### src/rtl/uart_rcv.sv
// 8N1 UART receiver: two-flop RX synchronizer, mid-bit sampling FSM, sticky
// rdy/frm_err handshake with the downstream consumer.
module uart_rcv #(
  parameter int BAUD_DIV = 2604
) (
  input  logic       clk,
  input  logic       rst,
  input  logic       RX,
  input  logic       clr_rdy,
  output logic [7:0] rx_data,
  output logic       rdy,
  output logic       frm_err
);

  localparam logic [1:0] IDLE  = 2'd0;
  localparam logic [1:0] START = 2'd1;
  localparam logic [1:0] DATA  = 2'd2;
  localparam logic [1:0] STOP  = 2'd3;

  localparam logic [11:0] BIT_RELOAD  = 12'(BAUD_DIV - 1);
  localparam logic [11:0] HALF_RELOAD = 12'(BAUD_DIV / 2 - 1);

  logic        rx_meta_r;
  logic        rx_s;
  logic [1:0]  state_r;
  logic [11:0] baud_cnt_r;
  logic [3:0]  bit_cnt_r;
  logic [7:0]  shift_r;
  logic        sample_s;
  logic        start_det_s;
  logic        stop_set_s;

  // Decode of sample strobe, start detect and end-of-frame event
  always_comb begin
    sample_s    = (baud_cnt_r == 12'd0);
    start_det_s = (state_r == IDLE) && !rx_s;
    stop_set_s  = (state_r == STOP) && sample_s;
  end

  // Two-flop synchronizer for the asynchronous RX pin
  always_ff @(posedge clk) begin
    if (rst) begin
      rx_meta_r <= 1'b1;
      rx_s      <= 1'b1;
    end else begin
      rx_meta_r <= RX;
      rx_s      <= rx_meta_r;
    end
  end

  // Bit-period counter; half-period load on start detect aligns samples mid-bit
  always_ff @(posedge clk) begin
    if (rst) begin
      baud_cnt_r <= 12'd0;
    end else if (start_det_s) begin
      baud_cnt_r <= HALF_RELOAD;
    end else if (sample_s) begin
      baud_cnt_r <= BIT_RELOAD;
    end else if (state_r != IDLE) begin
      baud_cnt_r <= baud_cnt_r - 12'd1;
    end else begin
      baud_cnt_r <= baud_cnt_r;
    end
  end

  // Frame FSM, bit counter and shift register
  always_ff @(posedge clk) begin
    if (rst) begin
      state_r   <= IDLE;
      bit_cnt_r <= 4'd0;
      shift_r   <= 8'h00;
    end else begin
      case (state_r)
        IDLE: begin
          if (!rx_s) begin
            state_r <= START;
          end else begin
            state_r <= IDLE;
          end
        end
        START: begin
          if (sample_s) begin
            bit_cnt_r <= 4'd0;
            state_r   <= rx_s ? IDLE : DATA;
          end else begin
            state_r <= START;
          end
        end
        DATA: begin
          if (sample_s) begin
            shift_r   <= {rx_s, shift_r[7:1]};
            bit_cnt_r <= bit_cnt_r + 4'd1;
            state_r   <= (bit_cnt_r == 4'd7) ? STOP : DATA;
          end else begin
            state_r <= DATA;
          end
        end
        STOP: begin
          // Leaving mid-stop-bit lets back-to-back frames be caught without a gap
          if (sample_s) begin
            state_r <= IDLE;
          end else begin
            state_r <= STOP;
          end
        end
        default: begin
          state_r <= IDLE;
        end
      endcase
    end
  end

  // Output byte and sticky flags; a frame completion wins over any clear
  always_ff @(posedge clk) begin
    if (rst) begin
      rx_data <= 8'h00;
      rdy     <= 1'b0;
      frm_err <= 1'b0;
    end else if (stop_set_s) begin
      rx_data <= shift_r;
      rdy     <= 1'b1;
      frm_err <= ~rx_s;
    end else if (clr_rdy || start_det_s) begin
      rdy     <= 1'b0;
      frm_err <= 1'b0;
    end else begin
      rdy     <= rdy;
      frm_err <= frm_err;
    end
  end

endmodule

### config.mk
export PLATFORM = sky130hd
export DESIGN_NAME = uart_rcv
export DESIGN_NICKNAME = d
export VERILOG_FILES = /design/src/rtl/uart_rcv.sv
export SDC_FILE = /design/constraint.sdc
export NUM_CORES = 1
export LEC_CHECK = 0
export ABC_CLOCK_PERIOD_IN_PS = 3100
export CORE_MARGIN = 5
export CORE_UTILIZATION = 60
export CTS_CLUSTER_SIZE = 8
export DETAILED_ROUTE_END_ITERATION = 7
export GPL_TIMING_DRIVEN = 0
export PLACE_DENSITY = 0.84
export SLEW_MARGIN = 0
export SYNTH_ARGS = -nofsm -noshare
export SYNTH_HDL_FRONTEND = slang
export SYNTH_SLANG_ARGS = --single-unit
### constraint.sdc
create_clock -name clk -period 3.1 [get_ports clk]
set_input_delay 0.62 -clock clk [delete_from_list [all_inputs] [get_ports clk]]
set_output_delay 0.62 -clock clk [all_outputs]
set_load 0.005 [all_outputs]
==> results of run 1 <==
-- stage by stage --
step / total power [W] / setup slack, ns / instances / cell area (um2) / util
floorplan: 0.000913 / 1.47 / 189 / 1750 / -
global placement: 0.000984 / 1.17 / 232 / 1910 / 0.686
detailed placement: 0.00102 / 1.08 / 232 / 1910 / 0.686
CTS: 0.00129 / 1.07 / 240 / 1970 / 0.709
global route: 0.00137 / 0.920 / 240 / 1970 / 0.709
finish: 0.00130 / 1.05 / 240 / 1970 / 0.709
-- final timing paths --
check	cells past startpoint	slack, ns	from	to
hold reg to reg	1	0.44	rx_meta_r	rx_s
setup reg to reg	6	1.05	baud_cnt_r[0]	shift_r[4]
hold / removal	1	0.44	rx_meta_r	rx_s
setup / recovery	6	1.05	baud_cnt_r[0]	shift_r[4]
-- Yosys cell counts, types with 3 or more instances --
cell,count,share of area
a21oi_1,9,0.026
a31oi_1,4,0.014
and2_1,3,0.011
buf_2,3,0.0086
buf_6,4,0.026
clkbuf_1,3,0.0064
dfxtp_1,38,0.43
inv_1,7,0.015
mux2i_1,16,0.092
nand2_1,9,0.019
nand3_1,5,0.014
nand4_1,4,0.014
nor2_1,26,0.056
nor2b_1,3,0.011
nor3_1,5,0.014
o21ai_0,8,0.023
or2_2,3,0.011
-- final cells by class --
cell class | instances | area, um2
plain buffers | 11 | 85.1
clock buffers | 6 | 51.3
clock inverters | 2 | 12.5
fillers | 205 | 810
inverters | 7 | 26.3
multi-input cells | 133 | 877
flip-flops and latches | 38 | 761
well taps | 31 | 38.8
repair buffers | 12 | 120
-- kinds of logic (layout without fill, tap and decap cells) --
| kind of cell | after synthesis | after routing | synth area share |
|---|---|---|---|
| xor+xnor | 4 | 4 | 0.0200 |
| mux | 16 | 16 | 0.0916 |
| compound gates | 36 | 36 | 0.142 |
| buf+inv | 18 | 38 | 0.0637 |
| fa+ha+maj | 2 | 2 | 0.0143 |
| flops | 38 | 38 | 0.435 |
| simple gates | 75 | 75 | 0.234 |
-- registers in the layout, summed over array words and instances (netlist names) --
register / flops
frm_err: 1
baud_cnt_r: 12
rdy: 1
state_r: 2
rx_data: 8
rx_meta_r: 1
shift_r: 8
rx_s: 1
bit_cnt_r: 4
-- critical path, cell delays in order (launching register included) --
cell     delay, ns
dfxtp_1       0.37
inv_1         0.07
ha_1          0.15
nor3b_2       0.53
nand4_2       0.45
mux2i_1       0.32
nor2_1        0.06
-- metal layers --
metal  vias up  wire, um
met1       717      1720
met3         7       144
met4         0        72
li1        715         -
met5         -         0
met2        33      1930
-- where the power goes --
part	internal [W]	leakage, nW	switching (W)
clock network	0.000109	0.0343	0.000172
registers	0.000537	0.308	0.0000606
logic	0.000154	0.499	0.000264
total	0.000800	0.841	0.000497
==> run_results.csv, run 1 <==
group,metric,value,unit
synth,synth_edf_count,0,
synth,avgSynthCellArea,9.25,um2
timing,finalSetupTns,0,ns
placement,dp_hpwl,2760,um
clock_network,cts_tree,"yes",
detailed_routing,route.detailed.drc,0,
synth,synthFlopType,"dfxtp_1",
synth,synth-seq-area-share,0.435,
floorplanning,initial_core_util,0.629,
cells_and_area,area_growth,12.7,%
detailed_routing,num_vias,1472,
setup_path,cp.required,3.34,ns
timing,rsz0062_at_grt,"no",
global_route,grt_util_met3,0.0420,
floorplanning,die-area,0.00410,mm2
floorplanning,placeableCoreArea,0.00278,mm2
floorplanning,chipWidth,64.0,um
global_route,use_met2,0.342,
pwr,vdd_drop_max,0.565,mV
placement,port_buffers,12,
synth,ys_async_sr_fraction,0,
floorplanning,row_count,19,
pwr,power.leakage,0.841,nW
detailed_routing,wl,3870,um
timing,worstMarginPinSlew,0.612,ns
setup_path,start_kind,"register",
timing,max_slew_margin,0.590,
timing,hold_viol_final,0,
timing,fmax,0.487,GHz
global_route,antenna_found_initial,0,
global_route,overflow,0,
clock_network,ctsRootBufferMaster,"clkbuf_4",
clock_network,clock_sink_count,38,
timing,period_needed,2.05,ns
cells_and_area,drive_gt1_frac,0.129,
placement,gp_congestion,0.800,
setup_path,worstSetupEndpointType,"register",
timing,setup_viol,0,
clock_network,postCtsHoldBufs,0,
cells_and_area,final_cell_mix,"dfxtp_1 (38), nor2_1 (26), mux2i_1 (16)",
cells_and_area,diodes,0,
clock_network,clockBufferDepth,2,
global_route,grt_max_degree,13,
outcome,outcome,"finished clean",
detailed_routing,drt-wirelength-per-cell,16.1,um
timing,hold_slack,0.436,ns
floorplanning,num_io_pins,14,
setup_path,crit_arrival,2.30,ns
cells_and_area,nets,214,
detailed_routing,antenna_left,0,
global_route,grt_first_pass_wirelength,6610,um
detailed_routing,drt_pass1_iterations,4,
setup_path,worstSetupPathType,"reg -> reg",
global_route,grt.busiest_layer,"met2",
worst_hold_path,worst_hold_path_type,"reg -> reg",
clock_network,clkSlewWorstSetupHoldPaths,0.12,ns
synth,syn_inst,189,
floorplanning,die_height,64.0,um
setup_path,crit_fanout,9,
timing,skew,0.0124,ns
detailed_routing,drt-initial-drc-count,116,
run,maxCapViolations,0,
global_route,groute.usage.overall,0.199,
global_route,first_global_vias,1440,
timing,maxSlewViolCount,0,
timing,fin_crit_sh,0.663,
clock_network,cts_made_buffers,5,
pwr,p_per_area,658,mW/mm2
detailed_routing,viasPerCell,6.13,
clock_network,htreeDepth,2,
synth,ys_ff_latch,38,
clock_network,cts_resized,0,
synth,syn-cell-area,0.00175,mm2
synth,synth_fp_nets,195,
clock_network,clock_latency,0.36,ns
synth,yosysUniqueCellTypes,46,
clock_network,cts_setup_buffers,0,
synth,synth_warnings,0,
cells_and_area,layout_commonest_cell,"dfxtp_1",
global_route,grt_util_met1,0.241,
Power figures use the tool's default switching activity.
==> run 2, diff against run 1 <==
Settings changed: ABC_CLOCK_PERIOD_IN_PS 3100 to 2100, CORE_UTILIZATION 60 to 56, PLACE_DENSITY 0.84 to 0.79.
Clock period 3.1 ns to 2.1 ns, I/O delays scaled along.
==> run_results.csv, run 2 (synthesis gave the netlist of run 1 again) <==
group,metric,value,unit
outcome,outcome,"finished clean",
setup_path,worstSetupEndpointType,"register",
floorplanning,chipWidth,65.9,um
pwr,p_per_area,1040,mW/mm2
cells_and_area,nets,214,
global_route,grt_max_degree,14,
pwr,power.total,0.00212,W
detailed_routing,viasPerCell,5.77,
cells_and_area,largest_reg_flops,12,
floorplanning,die-area,0.00434,mm2
detailed_routing,drt-wirelength-per-cell,13.8,um
global_route,groute.usage.overall,0.183,
pwr,intPower,0.00141,W
clock_network,cts_made_buffers,5,
global_route,antenna_found_initial,0,
clock_network,clkSlewWorstSetupHoldPaths,0.12,ns
pwr,combinationalPowerShare,0.290,
cells_and_area,layout_commonest_cell,"dfxtp_1",
floorplanning,row_count,20,
timing,period_needed,1.87,ns
pwr,pwr-share-seq,0.417,
cells_and_area,largestRegisters,"baud_cnt_r x12, rx_data x8, shift_r x8",
setup_path,crit_arrival,2.11,ns
timing,finalSetupTns,0,ns
cells_and_area,regMostFlops,"baud_cnt_r",
timing,fmax,0.534,GHz
floorplanning,initial_core_util,0.578,
cells_and_area,drive_gt1_frac,0.129,
detailed_routing,drt-initial-drc-count,51,
pwr,power.leakage,0.864,nW
floorplanning,die_height,65.9,um
global_route,first_global_vias,1423,
detailed_routing,num_vias,1460,
timing,worstMarginPinSlew,0.500,ns
floorplanning,placeableCoreArea,0.00303,mm2
setup_path,start_kind,"register",
clock_network,clockBufferDepth,2,
pwr,switching_share,0.336,
setup_path,crit_fanout,9,
setup_path,worstSetupPathType,"reg -> reg",
detailed_routing,drt_pass1_iterations,4,
clock_network,clock_sink_count,38,
placement,dp_slack,0.158,ns
detailed_routing,route.detailed.drc,0,
clock_network,cts_tree,"yes",
timing,maxSlewViolCount,0,
global_route,grt_first_pass_wirelength,6140,um
pwr,netSwitchingPower,0.000712,W
placement,gp_congestion,0.769,
clock_network,htreeDepth,2,
cells_and_area,diodes,0,
cells_and_area,final_cell_mix,"dfxtp_1 (38), nor2_1 (26), mux2i_1 (16)",
timing,setup_viol,0,
clock_network,ctsRootBufferMaster,"clkbuf_4",
timing,rsz0062_at_grt,"no",
worst_hold_path,worst_hold_path_type,"in -> reg",
cells_and_area,n_fill_cell,239,
placement,port_buffers,12,
pwr,clkPwrFrac,0.292,
global_route,overflow,0,
clock_network,clock_latency,0.35,ns
run,maxCapViolations,0,
cells_and_area,area_growth,16.5,%
timing,fin_ws,0.227,ns
placement,dp_hpwl,2470,um
timing,max_slew_margin,0.664,
detailed_routing,antenna_left,0,
pwr,vdd_drop_max,0.582,mV
detailed_routing,wl,3490,um
timing,hold_viol_final,0,
timing,fin_crit_sh,0.892,
floorplanning,num_io_pins,14,
timing,skew,0.0162,ns
setup_path,cp.required,2.33,ns
run 2: changes by cell type in the layout (fill, tap and decap cells not counted):
cell,before,now
bufinv_16,0,2
clkinv_4,0,1
clkbuf_8,2,1
nor3b_2,1,0
clkinvlp_4,1,0
clkinv_2,1,0
nor3b_4,0,1
run 2: final cells by class:
cell class / instances / area [um2] / share of cell area
Clock buffer: 5 / 37.5 / 0.0184
Buffer: 11 / 85.1 / 0.0418
Multi-Input combinational cell: 133 / 883 / 0.434
Inverter: 7 / 26.3 / 0.0129
Sequential cell: 38 / 761 / 0.373
Timing Repair Buffer: 12 / 120 / 0.0590
Tap cell: 44 / 55.1 / 0.0270
Clock inverter: 3 / 68.8 / 0.0338
run 2: timing repair:
item / CTS / global route
setup buffers: 0 / 0
hold buffers: 0 / 0
gates resized for setup: 0 / 1
setup endpoints to repair: 0 / 6
run 2: path summary, 6_finish.rpt:
path                                     from    endpoint  slack, ns  depth (start not counted)
worst min register to register      rx_meta_r        rx_s       0.42                          1
worst min-delay path                      rst   rx_meta_r       0.31                          2
worst max register to register  baud_cnt_r[0]  shift_r[6]       0.23                          6
worst max-delay path            baud_cnt_r[0]  shift_r[6]       0.23                          6
run 2: critical path, cell delays in order (launching register included):
cell     delay [ns]
dfxtp_1        0.37
inv_1          0.07
ha_1           0.16
nor3b_4        0.40
nand4_2        0.41
mux2i_1        0.28
nor2_1         0.05
run 2: power by group through the flow:
| stage | clock network, W | logic, W | registers [W] |
|---|---|---|---|
| CTS | 0.000635 | 0.000595 | 0.000877 |
| global route | 0.000673 | 0.000686 | 0.000897 |
| floorplan | 0 | 0.000473 | 0.000875 |
| global placement | 0 | 0.000571 | 0.000886 |
| finish | 0.000619 | 0.000615 | 0.000884 |
| detailed placement | 0 | 0.000589 | 0.000894 |
run 2: per-stage QoR:
stage / area [um2] / hold slack, ns / cells / utilization
6_report: 2040 / 0.307 / 253 / 0.673
5_1_grt: 2040 / 0.301 / 253 / 0.673
4_1_cts: 2030 / 0.289 / 253 / 0.671
3_5_place_dp: 1920 / 0.397 / 245 / 0.636
3_3_place_gp: 1920 / 0.397 / 245 / 0.636
2_1_floorplan: 1750 / 0.389 / 189 / -
run 2: per-layer routing:
metal | global-route usage | up-vias | share of wire
met4 | 0.0881 | 0 | 0.018
met5 | 0 | - | 0
met3 | 0.0544 | 9 | 0.048
met2 | 0.302 | 45 | 0.50
met1 | 0.216 | 696 | 0.43
li1 | - | 710 | -
==> run 3, diff against run 2 <==
Settings changed: ABC_CLOCK_PERIOD_IN_PS 2100 to default.
==> results of run 3 <==
No change in the layout: final DEF, timing and power equal those of run 2.
